==> config.mk <==
export PLATFORM = sky130hd
export DESIGN_NAME = dot_sampler_flat
export DESIGN_NICKNAME = d
export VERILOG_FILES = /design/src/rtl/dot_sampler_if.sv /design/src/rtl/dot_sampler.sv /design/src/flat_wrapper.sv
export SDC_FILE = /design/constraint.sdc
export NUM_CORES = 1
export LEC_CHECK = 0
export ABC_AREA = 1
export CAP_MARGIN = 20
export CORE_MARGIN = 8
export CORE_UTILIZATION = 45
export CTS_BUF_LIST = sky130_fd_sc_hd__clkbuf_2 sky130_fd_sc_hd__clkbuf_4 sky130_fd_sc_hd__clkbuf_8
export CTS_CLUSTER_SIZE = 10
export DETAILED_ROUTE_END_ITERATION = 6
export GPL_ROUTABILITY_DRIVEN = 0
export HOLD_SLACK_MARGIN = 0.12
export PLACE_DENSITY = 0.72
export SYNTH_ARGS = -nofsm -noshare
export SYNTH_HDL_FRONTEND = slang
export SYNTH_SLANG_ARGS = --single-unit
==> constraint.sdc <==
create_clock -name i_clk -period 8 [get_ports i_clk]
set_input_delay 0.8 -clock i_clk [delete_from_list [all_inputs] [get_ports i_clk]]
set_output_delay 0.8 -clock i_clk [all_outputs]
set_load 0.02 [all_outputs]
==> src/rtl/dot_sampler_if.sv <==
// Pixel-stream, capture-control and face-result signals shared by the
// camera pipeline (master) and dot_sampler (slave).
interface dot_sampler_if;
  logic        capture;
  logic        frame_start;
  logic        pixel_valid;
  logic [9:0]  x;
  logic [9:0]  y;
  logic [7:0]  r;
  logic [7:0]  g;
  logic [7:0]  b;
  logic        busy;
  logic        face_valid;
  logic [26:0] face_colors;

  modport master (
    output capture, frame_start, pixel_valid, x, y, r, g, b,
    input  busy, face_valid, face_colors
  );

  modport slave (
    input  capture, frame_start, pixel_valid, x, y, r, g, b,
    output busy, face_valid, face_colors
  );
endinterface

==> src/rtl/dot_sampler.sv <==
// Accumulates R/G/B over nine 9x9 facelet windows for one frame, then
// classifies each facelet into a 3-bit cube colour code.
module dot_sampler #(
  parameter logic [7:0] HI        = 8'd160,
  parameter logic [7:0] LO        = 8'd90,
  parameter logic [7:0] WHITE_MIN = 8'd170
) (
  input  logic         i_clk,
  input  logic         i_rst_n,
  dot_sampler_if.slave bus
);
  localparam int N_DOTS = 9;
  localparam int X0     = 400;
  localparam int Y0     = 250;
  localparam int PITCH  = 50;
  localparam int HALF   = 4;

  // Means are compared without division: mean >= T  <=>  sum >= T*81.
  localparam logic [14:0] HI_S = 15'(int'(HI) * 81);
  localparam logic [14:0] LO_S = 15'(int'(LO) * 81);
  localparam logic [14:0] WH_S = 15'(int'(WHITE_MIN) * 81);

  typedef enum logic [2:0] {S_IDLE, S_ARM, S_ACCUM, S_CLASS, S_DONE} state_t;

  state_t          r_state;
  logic [14:0]     r_sum_r [N_DOTS];
  logic [14:0]     r_sum_g [N_DOTS];
  logic [14:0]     r_sum_b [N_DOTS];
  logic [6:0]      r_cnt   [N_DOTS];
  logic [3:0]      r_k;
  logic [8:0][2:0] r_face;
  logic            r_busy;
  logic            r_valid;

  logic [1:0]  w_col, w_row;
  logic        w_col_hit, w_row_hit, w_hit;
  logic [3:0]  w_idx;

  // NOTE: every signal written here gets a default first so no latch is inferred.
  always_comb begin
    w_col     = 2'd0;
    w_row     = 2'd0;
    w_col_hit = 1'b0;
    w_row_hit = 1'b0;
    for (int c = 0; c < 3; c++) begin
      if (int'(bus.x) >= X0 + c*PITCH - HALF && int'(bus.x) <= X0 + c*PITCH + HALF) begin
        w_col     = 2'(c);
        w_col_hit = 1'b1;
      end
      if (int'(bus.y) >= Y0 + c*PITCH - HALF && int'(bus.y) <= Y0 + c*PITCH + HALF) begin
        w_row     = 2'(c);
        w_row_hit = 1'b1;
      end
    end
    w_hit = w_col_hit & w_row_hit;
    w_idx = 4'(w_row) * 4'd3 + 4'(w_col);
  end

  logic [14:0] w_sr, w_sg, w_sb;
  logic [6:0]  w_cnt;
  logic        w_r_hi, w_g_hi, w_b_hi, w_r_lo, w_g_lo, w_b_lo, w_white;
  logic [2:0]  w_code;

  always_comb begin
    w_sr    = r_sum_r[r_k];
    w_sg    = r_sum_g[r_k];
    w_sb    = r_sum_b[r_k];
    w_cnt   = r_cnt[r_k];
    w_r_hi  = (w_sr >= HI_S);
    w_g_hi  = (w_sg >= HI_S);
    w_b_hi  = (w_sb >= HI_S);
    w_r_lo  = (w_sr < LO_S);
    w_g_lo  = (w_sg < LO_S);
    w_b_lo  = (w_sb < LO_S);
    w_white = (w_sr >= WH_S) && (w_sg >= WH_S) && (w_sb >= WH_S);
    w_code  = 3'd0;
    if (w_cnt != 7'd81)                            w_code = 3'd0;
    else if (w_white)                              w_code = 3'd1;
    else if (w_r_hi && w_g_hi && w_b_lo)           w_code = 3'd2;
    else if (w_r_hi && w_g_lo && w_b_lo)           w_code = 3'd3;
    else if (w_r_hi && !w_g_lo && !w_g_hi && w_b_lo) w_code = 3'd4;
    else if (w_g_hi && w_r_lo)                     w_code = 3'd5;
    else if (w_b_hi && w_r_lo && !w_g_hi)          w_code = 3'd6;
  end

  // NOTE: non-blocking assignments only, so every register updates from pre-edge values.
  always_ff @(posedge i_clk or negedge i_rst_n) begin
    if (!i_rst_n) begin
      r_state <= S_IDLE;
      r_busy  <= 1'b0;
      r_valid <= 1'b0;
      r_face  <= '0;
      r_k     <= '0;
      // NOTE: the accumulators are small register arrays, not RAM, so they can take the async reset.
      for (int i = 0; i < N_DOTS; i++) begin
        r_sum_r[i] <= '0;
        r_sum_g[i] <= '0;
        r_sum_b[i] <= '0;
        r_cnt[i]   <= '0;
      end
    end else begin
      r_valid <= 1'b0;
      case (r_state)
        S_IDLE: begin
          if (bus.capture) begin
            for (int i = 0; i < N_DOTS; i++) begin
              r_sum_r[i] <= '0;
              r_sum_g[i] <= '0;
              r_sum_b[i] <= '0;
              r_cnt[i]   <= '0;
            end
            r_busy  <= 1'b1;
            r_state <= S_ARM;
          end
        end
        S_ARM: begin
          if (bus.frame_start) r_state <= S_ACCUM;
        end
        S_ACCUM: begin
          // The closing frame_start wins over a coincident pixel.
          if (bus.frame_start) begin
            r_k     <= '0;
            r_state <= S_CLASS;
          end else if (bus.pixel_valid && w_hit) begin
            r_sum_r[w_idx] <= r_sum_r[w_idx] + 15'(bus.r);
            r_sum_g[w_idx] <= r_sum_g[w_idx] + 15'(bus.g);
            r_sum_b[w_idx] <= r_sum_b[w_idx] + 15'(bus.b);
            if (r_cnt[w_idx] != 7'd127) r_cnt[w_idx] <= r_cnt[w_idx] + 7'd1;
          end
        end
        S_CLASS: begin
          r_face[r_k] <= w_code;
          if (r_k == 4'd8) begin
            r_valid <= 1'b1;
            r_state <= S_DONE;
          end else begin
            r_k <= r_k + 4'd1;
          end
        end
        S_DONE: begin
          r_busy  <= 1'b0;
          r_state <= S_IDLE;
        end
        default: r_state <= S_IDLE;
      endcase
    end
  end

  assign bus.busy        = r_busy;
  assign bus.face_valid  = r_valid;
  assign bus.face_colors = r_face;
endmodule

==> src/flat_wrapper.sv <==
// flat-port wrapper written by rule: the top's interface ports become plain ports
module dot_sampler_flat 
#(
  parameter logic [7:0] HI        = 8'd160,
  parameter logic [7:0] LO        = 8'd90,
  parameter logic [7:0] WHITE_MIN = 8'd170
)
  (i_clk, i_rst_n, bus_capture, bus_frame_start, bus_pixel_valid, bus_x, bus_y, bus_r, bus_g, bus_b, bus_busy, bus_face_valid, bus_face_colors);
  dot_sampler_if bus_i ();
  input  logic i_clk;
  input  logic i_rst_n;
  input wire logic [$bits(bus_i.capture)-1:0] bus_capture;
  input wire logic [$bits(bus_i.frame_start)-1:0] bus_frame_start;
  input wire logic [$bits(bus_i.pixel_valid)-1:0] bus_pixel_valid;
  input wire logic [$bits(bus_i.x)-1:0] bus_x;
  input wire logic [$bits(bus_i.y)-1:0] bus_y;
  input wire logic [$bits(bus_i.r)-1:0] bus_r;
  input wire logic [$bits(bus_i.g)-1:0] bus_g;
  input wire logic [$bits(bus_i.b)-1:0] bus_b;
  output wire logic [$bits(bus_i.busy)-1:0] bus_busy;
  output wire logic [$bits(bus_i.face_valid)-1:0] bus_face_valid;
  output wire logic [$bits(bus_i.face_colors)-1:0] bus_face_colors;
  assign bus_i.capture = bus_capture;
  assign bus_i.frame_start = bus_frame_start;
  assign bus_i.pixel_valid = bus_pixel_valid;
  assign bus_i.x = bus_x;
  assign bus_i.y = bus_y;
  assign bus_i.r = bus_r;
  assign bus_i.g = bus_g;
  assign bus_i.b = bus_b;
  assign bus_busy = bus_i.busy;
  assign bus_face_valid = bus_i.face_valid;
  assign bus_face_colors = bus_i.face_colors;
  dot_sampler #(.HI(HI), .LO(LO), .WHITE_MIN(WHITE_MIN)) u_core (.i_clk(i_clk), .i_rst_n(i_rst_n), .bus(bus_i));
endmodule
Yosys cells after proc, flatten, opt, wreduce, memory -nomap -nowiden:

Cells that the tools add are included.

* flip-flop bits (word level): 504
* logic and storage cells: 211

* add/subtract/negate cells: 6
* $mul: 1
* $lt $le $gt $ge: 26
* equal/unequal tests: 15
* muxes and demuxes: 79
* bitwise gates (word level): 3
* reductions and logical operators: 32

Operators by type and width (count)
* $mux 135: 7
* $pmux 135 s2: 3
* $bwmux 135: 3
* $bmux 15 s4: 6
* $mux 63: 4
* $mux 15: 13
* $pmux 63 s2: 1
* $ge 15x14->1 const B: 6
* $bwmux 63: 1
* $demux 15 s4: 1
* $bmux 7 s4: 2
* $ge 10x9->1 const B: 5
* $le 10x9->1 const B: 5
* $add 15x8->15: 3
* $lt 15x13->1 const B: 3
* $mux 3: 12
* $mux 7: 5
* $demux 7 s4: 1
* $bwmux 27: 1
* $logic_and 1x1->1: 21
* $ne 7x7->1 const B: 2
* $demux 3 s4: 1
* $pmux 3 s4: 1
* $mux 1: 11
* other kinds (29): 44

Longest topological paths before layout:

Gate-level depths: netlist of the first run.

* depth in word-level cells: 16
* gate-level depth with buffers: 30

Least setup slack after synthesis of the first run:

Ideal clock, no wire load.

* path type: input-to-reg
* start point: input port bus_y[4]
* end point: register u_core.r_sum_r[100] (netlist name)
* arrival: 5367 ps
* required time: 7855 ps
* slack: 2488 ps
* stages: 26
* path through: inv_1 > o31ai_1 > nand3_1 > nand2_1 > ha_1 > ha_1 > nand2_1 > buf_2 > buf_2 > buf_2 > buf_2 > buf_1 > o22ai_1 > o21ai_0 > o211a_1 > ha_1 > inv_1 > fa_1 > nand3b_1 > and2_1 > nor3_1 > nor2_1 > nor2_1 > nand2_1 > xnor2_1 > o22ai_1

* cells in the longest elaborated chain, start to end: 15

RTL lines
* start, declared: line flat_wrapper.sv:16 `input wire logic [$bits(bus_i.y)-1:0] bus_y;`
* $ge 10x9->1 / $le 10x9->1 (equally long branches): line dot_sampler.sv:50 `if (int'(bus.y) >= Y0 + c*PITCH - HALF && int'(bus.y) <= Y0 + c*PITCH + HALF) begin`
* $logic_and 1x1->1: line dot_sampler.sv:50
* $mux 1: line dot_sampler.sv:50
* $mux 2: line dot_sampler.sv:50
* $mul 2x2->4: line dot_sampler.sv:56 `w_idx = 4'(w_row) * 4'd3 + 4'(w_col);`
* $add 4x2->4: line dot_sampler.sv:56
* $not 4->5 (implied by the code): line dot_sampler.sv:125 `r_sum_r[w_idx] <= r_sum_r[w_idx] + 15'(bus.r);`
* $bmux 15 s4, or another cell as far along: line dot_sampler.sv:125
* $mux 15 (implied by the code) / $logic_and 1x1->1 (equally long branches): line dot_sampler.sv:125
* $mux 15 (implied by the code): line dot_sampler.sv:125
* $add 15x8->15 / $demux 15 s4 (equally long branches): line dot_sampler.sv:125
* $bwmux 135: line dot_sampler.sv:125
* $mux 135: line dot_sampler.sv:124 `end else if (bus.pixel_valid && w_hit) begin`
* $mux 135: line dot_sampler.sv:121 `if (bus.frame_start) begin`
* $pmux 135 s2: line dot_sampler.sv:103 `case (r_state)`
* end signal, assigned by index: line dot_sampler.sv:125
* end, declared: line dot_sampler.sv:26 `logic [14:0] r_sum_r [N_DOTS];`

Several ways; a longest one is shown, not always the timed one. The select of a mux whose other input is x is not followed.
A chain may end at the register's enable or synchronous reset.

Worst setup path in the final report of the first run:

* start point: input port bus_y[3]
* end point: register u_core.r_sum_g[115] (netlist name)

* cells in the longest elaborated chain, start to end: 15

RTL lines
* $ge 10x9->1 / $le 10x9->1 (equally long branches): line dot_sampler.sv:50
* $logic_and 1x1->1: line dot_sampler.sv:50
* $mux 1: line dot_sampler.sv:50
* $mux 2: line dot_sampler.sv:50
* $mul 2x2->4: line dot_sampler.sv:56
* $add 4x2->4: line dot_sampler.sv:56
* $not 4->5 (implied by the code): line dot_sampler.sv:126 `r_sum_g[w_idx] <= r_sum_g[w_idx] + 15'(bus.g);`
* $bmux 15 s4, or another cell as far along: line dot_sampler.sv:126
* $mux 15 (implied by the code) / $logic_and 1x1->1 (equally long branches): line dot_sampler.sv:126
* $mux 15 (implied by the code): line dot_sampler.sv:126
* $add 15x8->15 / $demux 15 s4 (equally long branches): line dot_sampler.sv:126
* $bwmux 135: line dot_sampler.sv:126
* $mux 135: line dot_sampler.sv:124
* $mux 135: line dot_sampler.sv:121
* $pmux 135 s2: line dot_sampler.sv:103
* end signal, assigned by index: line dot_sampler.sv:126
* end, declared: line dot_sampler.sv:27 `logic [14:0] r_sum_g [N_DOTS];`

Several ways; a longest one is shown, not always the timed one. The select of a mux whose other input is x is not followed.

==> metrics.txt, run 1 <==
Startpoint Class=input pin; failing checks=DRC; pwr dens=314 mW/mm²; first-pass GRT wire length=168 mm; most frequent CP cell=inv_1; Rows=93; Port Buffer Count=77; fin nets=4045; GRT Total Usage=0.290; mean post-synth cell area=7.33 µm²; Ports=78; Synth Cell Area=0.0290 mm²; WL/cell=22.4 µm; Clock transition at path regs=0.06 ns; largest area contributor in the netlist=dfrtp_1; Setup CP Type=in2reg; end of the worst hold path=u_core.bus.face_colors[14]$_DFFE_PN0P_; Sw Share=0.480; Max-Cap Viols=0; Area growth, synth to finish=11.9%; outcome=complete, but fails checks; switching power=4.88 mW; critical path arrival=6.84 ns; Post-CTS Setup Bufs=0; Synth area leaders=dfrtp_1 (44%), nand2_1 (14%), o22ai_1 (8.8%), inv_1 (6.2%), nand3_1 (5.4%); Crit path largest cell delay=0.77 ns; drt pass-1 iters=7; DPL Wire Length=63.2 mm; path category of the worst min-delay check=reg2reg; # hold bufs at CTS=1; synth warn=0; Placed Cells=4721; R2R setup slack=3.03 ns; DP Area=0.0304 mm²; P_int=5.29 mW; Routed WL=109 mm; worst-skew pair later-pin latency=0.72 ns; Vias/cell=6.10; initial antenna violation count=3; Die Ht=270 µm; combinational group share of total power=0.461; Reg power frac=0.277; register bit total from synthesis=504; DRC violations left=1; Critical R2R Launch=u_core.r_k[2]$_DFFE_PN0P_; hold depth=2; final instance area=0.0324 mm²; Post-Syn Nets=4037; RSZ-0062 raised after global routing=false; Critical Path RT=8.54 ns; final hold vios=0; CP max FO=19; clock share of power=0.262; Unique masters post-synth=50; CP max-delay cell=inv_1; reg2reg end=u_core.bus.face_colors[20]$_DFFE_PN0P_; total CTS buffers=87; max_slew headroom=0.208; Post-Syn Instances=3949; R2R depth=14; Max VDD drop=238 µV; max-slew violations=0; starting density of the core=0.452; Clock Sinks=504; final setup fails=0; Fmax=0.159 GHz; clk_skew=0.0572 ns; grt ovf=0; largest net degree at the start of global routing=162; period utilization=0.787; final setup TNS=0 ns; worst hold path startpoint=u_core.bus.face_colors[14]$_DFFE_PN0P_; Total Power=10.2 mW; H-tree depth=3; Final ANT Viol Nets=0; Worst-Margin Slew=1.18 ns; Tmin final=6.30 ns; Seq/Total Area, Yosys=0.436; Max Buffers Root-to-Sink=3; Pleak=15.4 nW; layout cells sized above 1=0.0717; Cell Count, Final, Fillers Out=4887; top-area cell type share of the netlist area=0.436; vias in the first global route=28.7k; Clock Root Buffer=clkbuf_8; post_cts resized=0; initial DRC count=4027; Die Wd=270 µm; area of the die=0.0727 mm²; TritonCTS clock tree=yes; Core Area=0.0640 mm²; hold_ws=0.479 ns; critical path capture point type=flip-flop; Via Count=29.8k
[placed cells by master, fill, tap and decap left out, types with 11 or more instances in the layout]
cell type        Yosys  routed
nor3_1              25      25
o211a_1             20      20
nand2_2             12      11
nand3_1            314     306
dfrtp_1            504     502
o22ai_1            408     408
o211ai_1            22      22
a21oi_1             57      57
nand2_1           1074    1072
clkbuf_8             0     117
nor2_1             272     270
xnor2_1             17      17
inv_2                9      17
xor2_1              17      17
clkbuf_4             0      30
o21ai_0            304     304
o2111ai_1           25      25
inv_1              478     473
buf_4               13      59
clkinv_1            15      11
a221oi_1            21      21
clkdlybuf4s50_1      0      76
nand4_1             22      22
nand3b_1            14      14
ha_1                35      35
[metal layers]
layer  part of all wire  GRT usage  up-vias
met2               0.43      0.442     2000
met4              0.062      0.165        2
met1               0.38      0.371    14100
met5            0.00010          0        -
met3               0.12     0.0772      485
li1                   -          -    13200
[cells in the mapped netlist (all sizes together)]
library cell  count
a21boi            2
o211a            20
dfrtp           504
a221oi           21
buf             122
a21oi            57
o311ai            1
nand4            22
o21a              3
nor3             25
clkbuf           99
and2              2
clkinv           15
a22oi             3
nor2b             1
o211ai           22
xor2             18
xnor2            20
o22ai           408
or2               4
nor2            282
o31ai             4
o21bai            2
inv             487
nand3b           14
fa                4
nor3b             1
o221ai            1
ha               35
nand2          1086
o2111ai          25
a211oi            2
nand3           316
nor4              4
a21o              3
o21ai           314
[metrics by stage]
step	utilization	setup slack [ns]
6_report	0.506	1.70
5_1_grt	0.506	1.29
2_1_floorplan	-	2.49
3_5_place_dp	0.475	1.19
3_3_place_gp	0.475	1.32
4_1_cts	0.506	1.94
[layout make-up]
| cell class | count | area, µm² |
|---|---|---|
| tap | 855 | 1070 |
| clock inverter | 14 | 143 |
| inverter | 502 | 1890 |
| timing repair buffer | 140 | 1290 |
| multi-input combinational | 2722 | 13600 |
| antenna | 3 | 7.51 |
| fill | 6152 | 31600 |
| clock buffer | 147 | 1840 |
| sequential | 504 | 12600 |
[critical path, delay by kind of cell]
kind	cells	cell delay, ns
buf+inv	7	2.23
xor+xnor	1	0.63
compound gates	3	0.62
fa+ha+maj	5	1.37
simple gates	9	1.19
[kinds of logic (layout without fill, tap and decap cells)]
family	count (synthesis)	after routing	share of synthesized area
AND/OR/NAND/NOR	1757	1757	0.250
AO/OA/AOI/OAI	888	888	0.184
buffers and inverters	723	803	0.0992
flip-flops	504	504	0.436
adder cells (fa/ha/maj)	39	39	0.0179
XOR/XNOR	38	38	0.0125
other	0	3	0
[power by group through the flow]
stage               sequential (mW)  clock (mW)  combinational, mW
CTS                            2.80        2.68               4.50
detailed placement             2.85           0               4.48
floorplan                      2.72           0               3.04
global route                   2.82        2.79               4.97
finish                         2.81        2.66               4.69
global placement               2.85           0               4.46
[state kept, by name, indices dropped and copies added (netlist names)]
name,flops
u_core.r_state,3
u_core.r_k,4
u_core.r_sum_g,135
u_core.bus.face_colors,27
u_core.bus.busy,1
u_core.bus.face_valid,1
u_core.r_sum_r,135
u_core.r_sum_b,135
u_core.r_cnt,63
[worst max-delay path by stage]
stage | startpoint | end
3_5_place_dp | bus_y[3] | u_core.r_sum_g[10]$_DFFE_PN0P_
6_report | bus_y[3] | u_core.r_sum_g[115]$_DFFE_PN0P_
2_1_floorplan | bus_y[4] | u_core.r_sum_r[100]$_DFFE_PN0P_
5_1_grt | bus_y[4] | u_core.r_sum_b[87]$_DFFE_PN0P_
3_3_place_gp | bus_y[3] | u_core.r_sum_b[74]$_DFFE_PN0P_
4_1_cts | bus_y[3] | u_core.r_sum_g[115]$_DFFE_PN0P_
Power figures use the tool's default switching activity.
==> inputs of run 2 (changes only) <==
- PLACE_DENSITY: 0.72 -> 0.75
- clock period: 8 -> 5.6 ns (I/O delays scaled with it)
==> run 2 against run 1 <==
Against the previous run: the run now ends clean; sequential power increased by 39%; combinational power increased by 55%; worst hold slack improved by 0.0028 ns; via count increased by 2.1%; count of clock-buffer cells in the layout increased by 1; setup slack got worse by 1.4 ns; power increased by 46%; routed wire length decreased by 0.68%; sequential share of layout area decreased by 1.3 points; die area unchanged; clock power increased by 37%; non-clock buffer count increased by 144; critical endpoint is now u_core.r_sum_r[58]$_DFFE_PN0P_; largest power group unchanged.
==> metrics.txt, run 2 (synthesis results as in run 1) <==
Rows=93; Critical Path RT=6.17 ns; P_int=7.83 mW; CP max-delay cell=fa_2; RSZ-0062 raised after global routing=false; max-slew violations=0; Max-Cap Viols=0; Routed WL=109 mm; DRC violations left=0; Max Buffers Root-to-Sink=3; fin util=0.524; fillcell total=6067; GRT Total Usage=0.287; critical path arrival=5.91 ns; Final ANT Viol Nets=0; most frequent CP cell=nand2_1; Die Wd=270 µm; DPL Wire Length=66.5 mm; clock share of power=0.246; CP max FO=15; area of the die=0.0727 mm²; Startpoint Class=input pin; worst-skew pair later-pin latency=0.72 ns; CP startpoint=bus_y[3]; DP Area=0.0316 mm²; clk_skew=0.0648 ns; Clock Root Buffer=clkbuf_8; switching power=6.99 mW; Tmin final=5.33 ns; combinational group share of total power=0.490; starting density of the core=0.452; Crit path largest cell delay=0.68 ns; Sw Share=0.472; final setup TNS=0 ns; Worst-Margin Slew=1.05 ns; Clock Sinks=504; Critical R2R Launch=u_core.r_k[2]$_DFFE_PN0P_; Port Buffer Count=77; Die Ht=270 µm; first-pass GRT wire length=167 mm; critical path capture point type=flip-flop; outcome=completed; most common cell after layout, fill and taps aside=nand2_1; fin nets=4188; initial antenna violation count=2; commonest non-fill, non-tap cells in the layout=nand2_1 (1071), dfrtp_1 (502), inv_1 (473); Max VDD drop=493 µV; Via Count=30.4k; layout cells sized above 1=0.103; pwr dens=442 mW/mm²; final instance area=0.0335 mm²; final setup fails=0; Reg power frac=0.264; Ports=78; Core Area=0.0640 mm²; WL/cell=21.6 µm; largest net degree at the start of global routing=151; Fmax=0.188 GHz; TritonCTS clock tree=yes; vias in the first global route=29.2k; Vias/cell=6.05; initial DRC count=4636; largest registers=u_core.r_sum_b (135), u_core.r_sum_g (135), u_core.r_sum_r (135); period utilization=0.952; Pleak=16.1 nW; H-tree depth=3; Clock transition at path regs=0.06 ns; drt pass-1 iters=7; final hold vios=0; Area growth, synth to finish=15.8%; Buf/Inv on CP=8; Post-CTS Setup Bufs=0; path category of the worst min-delay check=in2async; max_slew headroom=0.302; delay-heaviest family, CP=buffers and inverters; Setup CP Type=in2reg; total CTS buffers=86; grt ovf=0
## run 2: changes by cell type in the layout (fill, tap and decap cells not counted), moves of 2 or more
cell,delta
clkbuf_4,+3
buf_4,+132
clkinv_2,-3
inv_8,-2
clkbuf_8,-2
buf_12,+12
diode_2,-2
bufinv_16,-2
## run 2: routing by layer
| metal | GRT usage | part of all wire |
|---|---|---|
| met5 | 0 | 0.00016 |
| met3 | 0.0737 | 0.14 |
| met4 | 0.178 | 0.069 |
| met2 | 0.434 | 0.43 |
| met1 | 0.366 | 0.36 |
## run 2: path summary, 6_finish.rpt
kind	to	slack (ns)	depth (start not counted)
setup / recovery	u_core.r_sum_r[58]$_DFFE_PN0P_	0.27	29
hold / removal	u_core.r_sum_b[32]$_DFFE_PN0P_	0.48	2
setup reg to reg	u_core.bus.face_colors[17]$_DFFE_PN0P_	1.28	15
hold reg to reg	u_core.bus.face_colors[12]$_DFFE_PN0P_	0.49	2
max in group asynchronous	u_core.r_cnt[8]$_DFFE_PN0P_	3.69	3
min in group i_clk	u_core.bus.face_colors[12]$_DFFE_PN0P_	0.49	2
## run 2: power groups by stage
stage | Sequential [mW] | Combinational [mW] | Clock [mW]
2_1_floorplan | 3.89 | 4.34 | 0
3_5_place_dp | 3.97 | 6.90 | 0
4_1_cts | 3.90 | 6.94 | 3.66
6_report | 3.91 | 7.26 | 3.65
3_3_place_gp | 3.96 | 6.84 | 0
5_1_grt | 3.92 | 7.66 | 3.82
## run 2: final cells by class
cell class / count / area [µm²] / share of cell area
Antenna cell: 1 / 2.50 / 0.0000746
Clock buffer: 148 / 1830 / 0.0546
Multi-Input combinational cell: 2722 / 13600 / 0.405
Sequential cell: 504 / 12600 / 0.376
Clock inverter: 7 / 45.0 / 0.00134
Timing Repair Buffer: 284 / 2520 / 0.0751
Tap cell: 855 / 1070 / 0.0319
Inverter: 502 / 1890 / 0.0563
## run 2: per-stage QoR
step                cells  total power, mW  hold slack [ns]  worst slack [ns]
global route         5023             15.4            0.500           0.00371
CTS                  5021             14.5            0.488             0.430
finish               5023             14.8            0.482             0.269
detailed placement   4865             10.9            0.474            -0.252
floorplan            3949             8.22            0.264             0.328
global placement     4865             10.8            0.467            -0.156
## run 2: repair_timing
item / in CTS / in global routing
hold endpoints to repair: 91 / 0
hold buffers: 1 / 0
endpoints found under the setup margin: 0 / 32
resized for setup: 0 / 3
## run 2: worst register-to-register path: cells and delay by family (launching register included)
kind	cells	cell delay, ns
buffers and inverters	2	0.66
AND/OR/NAND/NOR	10	1.47
AO/OA/AOI/OAI	3	1.18
flip-flops	1	0.92
